## src/rtl/package_settings.sv

```systemverilog
// Shared settings for the pulse-processing chain: sample widths used by the
// shaper stages and the configuration defaults and state type of the
// peak detector that follows the moving-average smoother.
package package_settings;

  // Width of the smoothed samples produced by the moving-average shaper.
  localparam int SIZE_SHAPER_DATA = 8;

  // Peak detector defaults: timestamp, dead-time counter and lost-pulse
  // counter widths.
  localparam int SIZE_PEAK_TIMESTAMP = 32;
  localparam int SIZE_PEAK_DEAD_TIME = 16;
  localparam int SIZE_PEAK_LOST      = 16;

  // Peak detector control states. IDLE must encode as zero because it is
  // the reset state.
  typedef enum logic [1:0] {
    IDLE   = 2'd0,
    TRACK  = 2'd1,
    REPORT = 2'd2,
    DEAD   = 2'd3
  } peak_state_t;

endpackage

```

## src/rtl/peak_detector.sv

```systemverilog
// Pulse-height analyser fed by the moving-average smoother. It arms on a
// rising threshold crossing, tracks the pulse maximum, hands the result out
// through a valid/ready handshake, then waits out a programmable dead time.
// Crossings seen while a report is pending or during the dead time are
// counted as lost (saturating).
//
// Build option: define PEAK_DETECTOR_TIMESTAMP_EN to implement the sample
// timestamp counter and report the time of the maximum on peak_time.
// Without it the counter is removed and peak_time is tied to zero.
module peak_detector
  import package_settings::*;
#(
  parameter int DATA_WIDTH = SIZE_SHAPER_DATA,
  parameter int DEAD_WIDTH = SIZE_PEAK_DEAD_TIME,
  parameter int TS_WIDTH   = SIZE_PEAK_TIMESTAMP,
  parameter int LOST_WIDTH = SIZE_PEAK_LOST
) (
  input  logic                  clk,
  input  logic                  reset,
  input  logic [DATA_WIDTH-1:0] input_data,
  input  logic                  input_valid,
  input  logic [DATA_WIDTH-1:0] threshold,
  input  logic [DEAD_WIDTH-1:0] dead_time,
  output logic [DATA_WIDTH-1:0] peak_amplitude,
  output logic [TS_WIDTH-1:0]   peak_time,
  output logic                  peak_valid,
  input  logic                  peak_ready,
  output logic [LOST_WIDTH-1:0] lost_count,
  output logic                  busy
);

  peak_state_t           state_q, state_d;
  logic                  above_q, above_d;
  logic [DATA_WIDTH-1:0] max_q, max_d;
  logic [DEAD_WIDTH-1:0] dead_q, dead_d;
  logic [LOST_WIDTH-1:0] lost_q, lost_d;

  logic above;
  logic rise;
  logic load_max;

  // Invalid cycles carry garbage, so "above" is qualified by input_valid and
  // a rising edge is only judged against the previous valid sample.
  assign above = input_valid && (input_data > threshold);
  assign rise  = above && !above_q;

  // The maximum (and its timestamp) is loaded when a pulse arms and whenever
  // a strictly larger sample arrives while tracking, so ties keep the first.
  assign load_max = ((state_q == IDLE)  && rise) ||
                    ((state_q == TRACK) && above && (input_data > max_q));

  // Next-state logic for the FSM, max tracker, dead-time and lost counters.
  always_comb begin
    state_d = state_q;
    above_d = above_q;
    max_d   = max_q;
    dead_d  = dead_q;
    lost_d  = lost_q;

    if (input_valid) begin
      above_d = above;
    end

    if (load_max) begin
      max_d = input_data;
    end

    case (state_q)
      IDLE: begin
        if (rise) begin
          state_d = TRACK;
        end
      end
      TRACK: begin
        if (input_valid && !above) begin
          state_d = REPORT;
        end
      end
      REPORT: begin
        if (peak_ready) begin
          dead_d  = '0;
          state_d = DEAD;
        end
      end
      DEAD: begin
        if (dead_q == dead_time) begin
          state_d = IDLE;
        end else if (input_valid) begin
          dead_d = dead_q + DEAD_WIDTH'(1);
        end
      end
      default: begin
        state_d = IDLE;
      end
    endcase

    if (rise && ((state_q == REPORT) || (state_q == DEAD)) && (lost_q != '1)) begin
      lost_d = lost_q + LOST_WIDTH'(1);
    end
  end

  // Control and data registers; an asynchronous reset discards any pulse in
  // flight without counting it as lost.
  always_ff @(posedge clk or negedge reset) begin
    if (!reset) begin
      state_q <= IDLE;
      above_q <= 1'b0;
      max_q   <= '0;
      dead_q  <= '0;
      lost_q  <= '0;
    end else begin
      state_q <= state_d;
      above_q <= above_d;
      max_q   <= max_d;
      dead_q  <= dead_d;
      lost_q  <= lost_d;
    end
  end

`ifdef PEAK_DETECTOR_TIMESTAMP_EN
  logic [TS_WIDTH-1:0] ts_q, ts_d;
  logic [TS_WIDTH-1:0] max_ts_q, max_ts_d;

  // Timestamp advances once per valid sample and wraps; the timestamp of the
  // maximum follows the same load condition as the amplitude.
  always_comb begin
    ts_d     = ts_q;
    max_ts_d = max_ts_q;
    if (input_valid) begin
      ts_d = ts_q + TS_WIDTH'(1);
    end
    if (load_max) begin
      max_ts_d = ts_q;
    end
  end

  // Timestamp registers.
  always_ff @(posedge clk or negedge reset) begin
    if (!reset) begin
      ts_q     <= '0;
      max_ts_q <= '0;
    end else begin
      ts_q     <= ts_d;
      max_ts_q <= max_ts_d;
    end
  end

  assign peak_time = max_ts_q;
`else
  assign peak_time = '0;
`endif

  assign peak_amplitude = max_q;
  assign peak_valid     = (state_q == REPORT);
  assign busy           = (state_q != IDLE);
  assign lost_count     = lost_q;

endmodule

```

## config.mk

```make
export PLATFORM = sky130hd
export DESIGN_NAME = peak_detector
export DESIGN_NICKNAME = d
export VERILOG_FILES = /design/src/rtl/package_settings.sv /design/src/rtl/peak_detector.sv
export SDC_FILE = /design/constraint.sdc
export NUM_CORES = 1
export LEC_CHECK = 0
export CORE_ASPECT_RATIO = 1.2
export CORE_MARGIN = 2
export CORE_UTILIZATION = 40
export CTS_CLUSTER_SIZE = 20
export DETAILED_ROUTE_END_ITERATION = 7
export GPL_TIMING_DRIVEN = 0
export HOLD_SLACK_MARGIN = 0.08
export PLACE_DENSITY = 0.7
export SLEW_MARGIN = 15
export SYNTH_ARGS = -nofsm -noshare
export SYNTH_HDL_FRONTEND = slang
export SYNTH_SLANG_ARGS = --single-unit
```

## constraint.sdc

```tcl
create_clock -name clk -period 3.66 [get_ports clk]
set_clock_uncertainty 0.1 [all_clocks]
set_input_delay 0.549 -clock clk [delete_from_list [all_inputs] [get_ports clk]]
set_output_delay 0.549 -clock clk [all_outputs]
set_load 0.1 [all_outputs]
```

**Word-level counts from Yosys, hierarchy flattened**

Index checks and enable logic that the tools add are counted.

- Bits in registers: 43
- Bits of input ports: 36
- Output and inout port bits: 58

- Add/subtract/negate cells: 2
- $lt $le $gt $ge: 2
- Equal/unequal tests: 11
- Mux-type cells: 9
- Reduce and logical (&&, ||, !) cells: 17

Operator list:

| operator | count |
|---|---|
| $mux W16 | 3 |
| $add A16 B1 Y16 const B | 2 |
| $pmux W16 S2 | 1 |
| $eq A16 B16 Y1 | 1 |
| $gt A8 B8 Y1 | 2 |
| $ne A16 B16 Y1 const B | 1 |
| $logic_and A1 B1 Y1 | 8 |
| $mux W2 | 4 |
| $ne A2 B2 Y1 const B | 4 |
| $pmux W2 S4 | 1 |
| $reduce_and A4 Y1 | 2 |
| $eq A2 B2 Y1 const B | 2 |
| $ne A2 B1 Y1 const B | 2 |
| $reduce_bool A2 Y1 | 2 |
| $eq A2 B1 Y1 const B | 1 |
| $logic_not A1 Y1 | 2 |
| $logic_not A2 Y1 | 1 |
| $logic_or A1 B1 Y1 | 2 |

**Logic depth before layout (Yosys ltp)**

Gate-level depths: netlist (run 1).

- Word-level depth: 6
- Depth in mapped cells: 9
- Gate-level depth less buffers: 8

**Least setup slack after synthesis (run 1)**

No wires, ideal clock.

- Kind: register -> register
- From: reg max_q[5] (netlist: peak_amplitude[5])
- To: reg max_q[0] (netlist: peak_amplitude[0])
- Data arrival time: 2748 ps
- Path slack: 686 ps
- Cell stages (with the launch flop): 9
- Path through: dfrtp_1 -> inv_1 -> ha_1 -> a21o_1 -> a21o_1 -> a21oi_1 -> nor2_1 -> o31ai_2 -> mux2_2

- Cells in the longest elaborated chain, start to end: 3

Ends and longest elaborated chain:

| item | line | RTL |
|---|---|---|
| start: declaration | peak_detector.sv:34 | `logic [DATA_WIDTH-1:0] max_q, max_d;` |
| start signal: assignment | peak_detector.sv:114 | `max_q <= max_d;` |
| $gt A8 B8 Y1 | peak_detector.sv:50 | `((state_q == TRACK) && above && (input_data > max_q));` |
| $logic_and A1 B1 Y1 | peak_detector.sv:50 |  |
| $logic_or A1 B1 Y1 | peak_detector.sv:49 | `assign load_max = ((state_q == IDLE) && rise) \|\|` |

No other way between the ends.
A chain may end at the register's enable or synchronous reset.

**Worst setup path after layout (run 1)**

- From: reg state_q[0]
- To: out peak_valid

- Cells in the longest elaborated chain, start to end: 1

Ends and longest elaborated chain:

| item | line | RTL |
|---|---|---|
| start: declaration | peak_detector.sv:32 | `peak_state_t state_q, state_d;` |
| start signal: assignment | peak_detector.sv:112 | `state_q <= state_d;` |
| $eq A2 B2 Y1 | peak_detector.sv:154 | `assign peak_valid = (state_q == REPORT);` |
| end: declaration | peak_detector.sv:26 | `output logic peak_valid,` |

No other way between the ends.

==> out/summary.txt, run 1 <==
LEAKAGE = 1.91 nW
ranking of synthesized cells by area = dfrtp_1, ha_1, buf_4
DR vias = 2496
Worst Hold Path Cells = 1
CP peak stage delay = 1180 ps
reg2reg path depth = 8
clock insertion delay at the later pin of the skew report = 290 ps
Setup Buffers After CTS = 0
Power Density = 646 mW/mm2
CP Launch Point = state_q[0]
initial antenna violation count = 0
register area share after synthesis = 36.0%
CP cell instances = inv_1, ha_1, clkdlybuf4s50_1
critical path class = flop to output pin
CP Data Arrival Time = 2290 ps
combinational power share = 58.8%
CORE AREA = 0.00723 mm2
Yosys top cell area share = 36.0%
flops & latches, synth = 43
CP Capture Point = peak_valid
synthesized cell area = 0.00299 mm2
I/O pins = 94
Worst setup SP type = flop
Worst setup EP type = output pin
CTS tree = built
Tightest Pin Transition = 1000 ps
Mapped Cells = 312
Layout Utilization = 54.9%
sequential share of power = 26.1%
Slew Limit Fails = 0
vias in the first global route = 2545
Port-buffer cells = 61
worst-case clock buffer depth = 2
Worst R2R Start = peak_amplitude[5]
maximum VDD drop = 0.534 mV
Root Buffer = clkbuf_8
Post-Layout Cell Count = 504
unrepaired setup endpoints after global routing = false
pre-CTS setup slack = 367 ps
Clk network pwr share = 15.0%
first-iteration detailed-routing DRC count = 94
DRC Markers = 0
r2r endpoint = peak_amplitude[2]
filler instances = 678
hold violation count in the final report = 0
clock-pin slew on the worst setup and hold paths = 90 ps
placed insts = 495
overall global routing resource usage = 16.2%
number of CTS-inserted buffers = 5
Std-Cell Rows = 34
design area = 0.00397 mm2
NumNets Final = 471
area delta synth->final = 32.9%
async set or reset register ratio after synthesis = 100%
post-CTS sizing = 0
outcome = complete, no violations
Fin Setup TNS = 0 ps
Ys Warns = 0
Primary FF master, synth = dfrtp_1
routed vias/inst = 4.95
fmax = 0.341 GHz
Final ANT Viol Nets = 0
internal power = 0.00123 W
sw frac = 52.0%
Inserted Diodes = 0
max cap viols = 0
GP Congestion = 0.822
Die X = 82.9 um
Tmin final = 2940 ps
first-pass detailed-route iteration total = 4
Worst Hold Class = flop to flop
Overflow after GRT = 0
die height = 98.7 um
drt wl/cell = 12.5 um
final HPWL from detailed placement = 4.91 mm
CP required = 3010 ps
ratio of cells with drive above 1 in the final layout = 15.0%
Worst Path Max Fanout = 5
Area after DPL = 0.00384 mm2
NetSw = 0.00133 W
fin crit share = 80.2%
Final Setup Violations = 0
CTS Sinks = 43
fin worst setup slack = 725 ps
drt total wl = 6.29 mm
syn_area_per_cell = 9.57 um2
pin count of the biggest net entering global routing = 34
# H-tree levels = 2
Worst path slowest cell = clkdlybuf4s50_1
die area = 0.00818 mm2
Post-synth EDFFs = 0
dominant cell type by area after synthesis = dfrtp_1
Yosys cell types = 40
Worst slew margin = 32.9%
first-pass GRT wire length = 11.3 mm
R2R Setup Slk = 1050 ps
Initial Utilization = 41.3%
[cells in the mapped netlist, types with 2 or more instances]
library cell  instances
or4_1                 6
ha_1                 22
o21ai_0              10
nand2_1              11
nand2b_1              3
nor2b_1               3
clkbuf_1              4
and2_1                5
o21a_1                2
and3_4                2
mux2_2               10
xnor2_1              14
nand3_1              18
inv_1                21
a21o_1                4
nand4_1              14
a21oi_1              17
buf_4                34
o31ai_1               7
nor2_1                7
or3_1                 6
nor4_1                5
xor2_1               18
and3_1               11
dfrtp_1              43
[stage by stage]
| stage | power [W] | hold WS (ps) |
|---|---|---|
| after global placement | 0.00217 | 383 |
| final | 0.00257 | 401 |
| after detailed placement | 0.00219 | 355 |
| after CTS | 0.00259 | 413 |
| after floorplan | 0.00185 | 153 |
| after global routing | 0.00272 | 436 |
[power groups by stage]
| stage | clock network [W] | logic (W) | registers [W] |
|---|---|---|---|
| after floorplan | 0 | 0.000729 | 0.00112 |
| after global placement | 0 | 0.00150 | 0.000677 |
| final | 0.000386 | 0.00151 | 0.000671 |
| after global routing | 0.000422 | 0.00161 | 0.000690 |
| after CTS | 0.000399 | 0.00152 | 0.000672 |
| after detailed placement | 0 | 0.00151 | 0.000681 |
[routing by layer]
layer  vias up  wire length (um)  track usage (%)
met5         -                 0                0
met4         0                52             3.66
met1      1184              2810             20.1
li1       1248                 -                -
met3         6               300             4.02
met2        58              3140             28.4
[placed cells by master (no fill, tap or decap), types with 14 or more instances in the layout]
master	n
xnor2_1	14
dfrtp_1	43
clkdlybuf4s50_1	60
inv_1	21
buf_4	34
xor2_1	18
nand3_1	18
ha_1	22
conb_1	32
nand4_1	14
a21oi_1	17
[registers in the layout, summed over array words and instances (netlist names)]
register	count
dead_q	16
lost_count	16
peak_amplitude	8
state_q	2
above_q	1
[critical path: cells and delay by family, from the launching register on]
family,cells,cell delay [ps]
flip-flops,1,420
adder cells (fa/ha/maj),1,290
buffers and inverters,2,1280
[how the worst min path moves through the flow]
stage / slack, ps / start / endpoint
2_1_floorplan: 150 / reset / above_q
3_3_place_gp: 380 / lost_count[11] / lost_count[11]
3_5_place_dp: 350 / reset / dead_q[15]
4_1_cts: 410 / lost_count[15] / lost_count[15]
5_1_grt: 440 / lost_count[15] / lost_count[15]
6_report: 400 / lost_count[9] / lost_count[9]
[cell families after synthesis]
group                    share of synthesized area, %
AND/OR/NAND/NOR                                  18.3
buffers and inverters                            12.1
AO/OA/AOI/OAI                                    10.8
flip-flops                                       36.0
XOR/XNOR                                         9.38
adder cells (fa/ha/maj)                          9.22
multiplexers                                     4.11
other                                           0.126
[final cells by class]
| type | count | area, um2 | area share [%] |
|---|---|---|---|
| sequential | 43 | 1080 | 27.1 |
| tap | 90 | 113 | 2.84 |
| clock inverter | 2 | 35.0 | 0.883 |
| buffer | 39 | 282 | 7.09 |
| timing repair buffer | 63 | 636 | 16.0 |
| inverter | 21 | 78.8 | 1.99 |
| multi-input combinational | 240 | 1670 | 42.0 |
| clock buffer | 6 | 82.6 | 2.08 |
[what timing repair did]
action | in CTS | in global routing
endpoints found under the hold margin | 10 | 0
setup endpoints to repair | 0 | 0
hold buffers | 1 | 0
Power figures use the tool's default switching activity.
==> inputs of run 2 (changes only) <==
--- a/config.mk
+++ b/config.mk
@@ -12,7 +12,7 @@
 export DETAILED_ROUTE_END_ITERATION = 7
 export GPL_TIMING_DRIVEN = 0
 export HOLD_SLACK_MARGIN = 0.08
-export PLACE_DENSITY = 0.7
+export PLACE_DENSITY = 0.73
 export SLEW_MARGIN = 15
 export SYNTH_ARGS = -nofsm -noshare
 export SYNTH_HDL_FRONTEND = slang
==> constraint.sdc (replaced) <==
create_clock -name clk -period 2.4 [get_ports clk]
set_clock_uncertainty 0.1 [all_clocks]
set_input_delay 0.36 -clock clk [delete_from_list [all_inputs] [get_ports clk]]
set_output_delay 0.36 -clock clk [all_outputs]
set_load 0.1 [all_outputs]
==> out/summary.txt, run 2 (synthesis gave the netlist of run 1 again) <==
outcome = complete, no violations
Worst setup EP type = output pin
DR vias = 2540
critical path class = flop to output pin
CORE AREA = 0.00723 mm2
GP Congestion = 0.852
Total Power = 0.00429 W
CP cell instances = clkdlybuf4s50_1
Worst slew margin = 34.5%
Std-Cell Rows = 34
vias in the first global route = 2507
Initial Utilization = 41.3%
max cap viols = 0
I/O pins = 94
Final Setup Violations = 0
first-iteration detailed-routing DRC count = 114
CP peak stage delay = 1160 ps
r2r endpoint = dead_q[14]
filler instances = 601
die area = 0.00818 mm2
Root Buffer = clkbuf_8
Inserted Diodes = 0
hold violation count in the final report = 0
CP Data Arrival Time = 1880 ps
Power Density = 997 mW/mm2
pin count of the biggest net entering global routing = 33
drt wl/cell = 13.7 um
Worst Path Max Fanout = 5
fin crit share = 97.4%
design area = 0.00431 mm2
leading cell type in the layout, fill and taps excluded = clkdlybuf4s50_1
CTS tree = built
CP Launch Point = lost_count[12]
Worst R2R Start = state_q[0]
HP Start = input_data[0]
R2R Setup Slk = 110 ps
LEAKAGE = 2.04 nW
Tmin final = 2340 ps
area delta synth->final = 44.2%
hold slack = 235 ps
Die X = 82.9 um
worst-case clock buffer depth = 2
routed vias/inst = 4.97
Hold Crit Endpoint = peak_amplitude[0]
Worst Hold Class = input pin to flop
critical path's top delay family = buffers and inverters
most frequent cells in the layout = clkdlybuf4s50_1, buf_4, conb_1
overall global routing resource usage = 17.0%
Worst setup SP type = flop
Register Area = 0.00111 mm2
DRC Markers = 0
reg2reg path depth = 8
Port-buffer cells = 61
footprint of the multi-input gates = 0.00187 mm2
Final ANT Viol Nets = 0
drt total wl = 6.99 mm
# H-tree levels = 2
die height = 98.7 um
initial antenna violation count = 0
first-pass GRT wire length = 11.7 mm
Layout Utilization = 59.5%
final HPWL from detailed placement = 5.18 mm
fmax = 0.428 GHz
NumNets Final = 478
Area after DPL = 0.00393 mm2
first-pass detailed-route iteration total = 4
Slew Limit Fails = 0
Overflow after GRT = 0
maximum VDD drop = 0.954 mV
ratio of cells with drive above 1 in the final layout = 25.9%
Worst path slowest cell = clkdlybuf4s50_1
clock-pin slew on the worst setup and hold paths = 90 ps
number of CTS-inserted buffers = 5
Tightest Pin Transition = 979 ps
clock insertion delay at the later pin of the skew report = 290 ps
Worst Hold Path Cells = 2
CTS Sinks = 43
Buf+Inv Stages, Crit Path = 1
CP required = 1940 ps
run 2: cell types whose count changed in the layout (fill, tap and decap cells not counted), moves of 5 or more:
| cell | delta |
|---|---|
| dfrtp_4 | +7 |
| mux2_2 | -7 |
| dlymetal6s2s_1 | +5 |
| dfrtp_2 | +6 |
| ha_4 | +7 |
| ha_1 | -8 |
| buf_4 | +5 |
| clkdlybuf4s50_1 | -9 |
| mux2_4 | +7 |
| dfrtp_1 | -13 |
run 2: metrics by stage:
stage / setup TNS (ps) / instances / worst slack [ps]
floorplan: -153 / 343 / -31.6
global placement: -30100 / 494 / -643
detailed placement: -13390 / 495 / -542
CTS: 0 / 507 / 6.81
global route: -176 / 511 / -44.0
finish: 0 / 511 / 62.4
run 2: worst max-delay path by stage:
stage / endpoint / cells past startpoint
6_report: lost_count[12] / 1
5_1_grt: dead_q[14] / 8
4_1_cts: dead_q[14] / 8
3_5_place_dp: lost_count[14] / 9
3_3_place_gp: peak_amplitude[7] / 1
2_1_floorplan: peak_amplitude[0] / 8
run 2: what timing repair did:
item / CTS / global route
pin swaps: 2 / 14
setup buffers: 3 / 4
hold buffers: 1 / 0
endpoints found under the setup margin: 22 / 34
resized for setup: 11 / 33
endpoints found under the hold margin: 11 / 0
run 2: where the power goes:
group	internal [W]	switching (W)	total, W	leakage (nW)
Combinational	0.000813	0.00172	0.00253	1.42
Sequential	0.000918	0.000168	0.00109	0.558
Clock	0.000415	0.000259	0.000674	0.0644
run 2: cell type report:
type | count | share of cell area, %
clock inverters | 3 | 1.57
plain buffers | 39 | 6.74
multi-input cells | 240 | 43.5
flip-flops and latches | 43 | 25.8
repair buffers | 70 | 16.3
inverters | 21 | 1.92
clock buffers | 5 | 1.60
well taps | 90 | 2.62
run 2: layer usage:
layer	share of wire (%)	GRT usage [%]	vias up
met5	0	0	-
met4	1.4	4.92	0
met3	5.3	3.27	10
met2	51	29.3	83
met1	42	21.6	1189
li1	-	-	1258
==> inputs of run 3 (changes only) <==
--- a/config.mk
+++ b/config.mk
@@ -12,7 +12,7 @@
 export DETAILED_ROUTE_END_ITERATION = 7
 export GPL_TIMING_DRIVEN = 0
 export HOLD_SLACK_MARGIN = 0.08
-export PLACE_DENSITY = 0.73
+export PLACE_DENSITY = 0.77
 export SLEW_MARGIN = 15
 export SYNTH_ARGS = -nofsm -noshare
 export SYNTH_HDL_FRONTEND = slang
==> out/summary.txt, run 3 (synthesis gave the netlist of run 1 again) <==
Worst Path Max Fanout = 3
Worst setup SP type = input pin
Final ANT Viol Nets = 0
final HPWL from detailed placement = 5.06 mm
first-pass detailed-route iteration total = 4
Slew Limit Fails = 0
Port-buffer cells = 61
die height = 98.7 um
Std-Cell Rows = 34
ratio of cells with drive above 1 in the final layout = 26.5%
outcome = complete, no violations
number of CTS-inserted buffers = 5
pin count of the biggest net entering global routing = 34
Tmin final = 2360 ps
drt total wl = 7.32 mm
critical path class = input pin to flop
DR vias = 2561
overall global routing resource usage = 16.7%
most frequent cells in the layout = clkdlybuf4s50_1, buf_4, conb_1
routed vias/inst = 4.99
Tightest Pin Transition = 980 ps
combinational power share = 59.2%
clock-pin slew on the worst setup and hold paths = 80 ps
Worst slew margin = 34.4%
fmax = 0.423 GHz
first-pass GRT wire length = 11.5 mm
GP Congestion = 0.855
initial antenna violation count = 0
first-iteration detailed-routing DRC count = 98
maximum VDD drop = 0.900 mV
Worst Hold Class = input pin to flop
Die X = 82.9 um
max cap viols = 0
leading cell type in the layout, fill and taps excluded = clkdlybuf4s50_1
worst-case clock buffer depth = 2
fin crit share = 98.5%
Clk network pwr share = 15.7%
Worst setup EP type = flop
# H-tree levels = 2
vias in the first global route = 2500
placed insts = 495
hold violation count in the final report = 0
sw frac = 50.5%
Root Buffer = clkbuf_8
Final Setup Violations = 0
LEAKAGE = 2.09 nW
area delta synth->final = 44.5%
Inserted Diodes = 0
drt wl/cell = 14.3 um
Initial Utilization = 41.3%
I/O pins = 94
sequential share of power = 25.1%
CP Data Arrival Time = 2450 ps
CP required = 2490 ps
NumNets Final = 480
CORE AREA = 0.00723 mm2
CTS Sinks = 43
Post-Layout Cell Count = 513
die area = 0.00818 mm2
internal power = 0.00213 W
DRC Markers = 0
clock insertion delay at the later pin of the skew report = 300 ps
Power Density = 998 mW/mm2
Layout Utilization = 59.7%
Overflow after GRT = 0
CTS tree = built
NetSw = 0.00218 W
==> run 3: changes by cell type in the layout (fill, tap and decap cells not counted), sizes merged <==
cell,previous run,this run
dlymetal6s2s,5,10
buf,44,47
clkdlybuf4s50,51,48
dlygate4sd2,3,1
clkbuf,9,8
==> run 3: power by group through the flow <==
| stage | clock network (W) | logic, W | registers [W] |
|---|---|---|---|
| after CTS | 0.000697 | 0.00240 | 0.00108 |
| final | 0.000678 | 0.00255 | 0.00108 |
| after global routing | 0.000728 | 0.00269 | 0.00111 |
| after global placement | 0 | 0.00233 | 0.00109 |
| after floorplan | 0 | 0.00118 | 0.00177 |
| after detailed placement | 0 | 0.00237 | 0.00109 |
==> run 3: path summary, 6_finish.rpt <==
kind                                     end              start  slack (ps)  cells after the start
max in group asynchronous      lost_count[1]              reset        1330                      3
setup reg to reg           peak_amplitude[0]  peak_amplitude[1]          70                      9
hold / removal             peak_amplitude[0]      input_data[0]         260                      2
setup / recovery           peak_amplitude[2]       threshold[7]          40                     10
hold reg to reg               lost_count[11]     lost_count[11]         390                      1
min in group asynchronous         dead_q[12]              reset         380                      2
==> run 3: cell type report <==
class	count	area [um2]
clock buffers	5	68.8
repair buffers	72	736
inverters	21	82.6
multi-input cells	240	1850
fillers	628	2920
flip-flops and latches	43	1110
plain buffers	39	290
clock inverters	3	67.6
well taps	90	113
==> run 3: per-layer routing <==
| layer | part of all wire, % | up-vias | global-route usage [%] |
|---|---|---|---|
| met2 | 50 | 79 | 28.1 |
| met5 | 0 | - | 0 |
| met4 | 1.5 | 0 | 4.67 |
| met1 | 43 | 1210 | 21.8 |
| met3 | 5.3 | 11 | 3.69 |
| li1 | - | 1261 | - |
==> run 3: metrics by stage <==
| step | power (W) | TNS (ps) | cell area [um2] | hold slack (ps) | setup slack (ps) |
|---|---|---|---|---|---|
| after global placement | 0.00342 | -30060 | 3910 | 381 | -650 |
| after detailed placement | 0.00346 | -13370 | 3930 | 168 | -564 |
| final | 0.00431 | 0 | 4320 | 260 | 36.4 |
| after CTS | 0.00417 | 0 | 4130 | 379 | 14.8 |
| after global routing | 0.00453 | -222 | 4320 | 276 | -39.6 |
| after floorplan | 0.00295 | -153 | 3190 | -35.6 | -31.6 |
==> run 3: worst max-delay path: stages <==
cell,delay [ps]
clkdlybuf4s50_1,460
inv_1,60
ha_4,270
nand4_1,130
nand2b_4,180
a21oi_4,190
o21a_1,230
o31ai_4,110
buf_4,160
mux2_4,290
==> run 3: what timing repair did <==
item / 4_1_cts / 5_1_grt
hold buffers: 1 / 0
setup buffers: 5 / 4
resized for setup: 9 / 37
pin swaps: 4 / 15
hold endpoints to repair: 10 / 0
setup endpoints to repair: 23 / 33
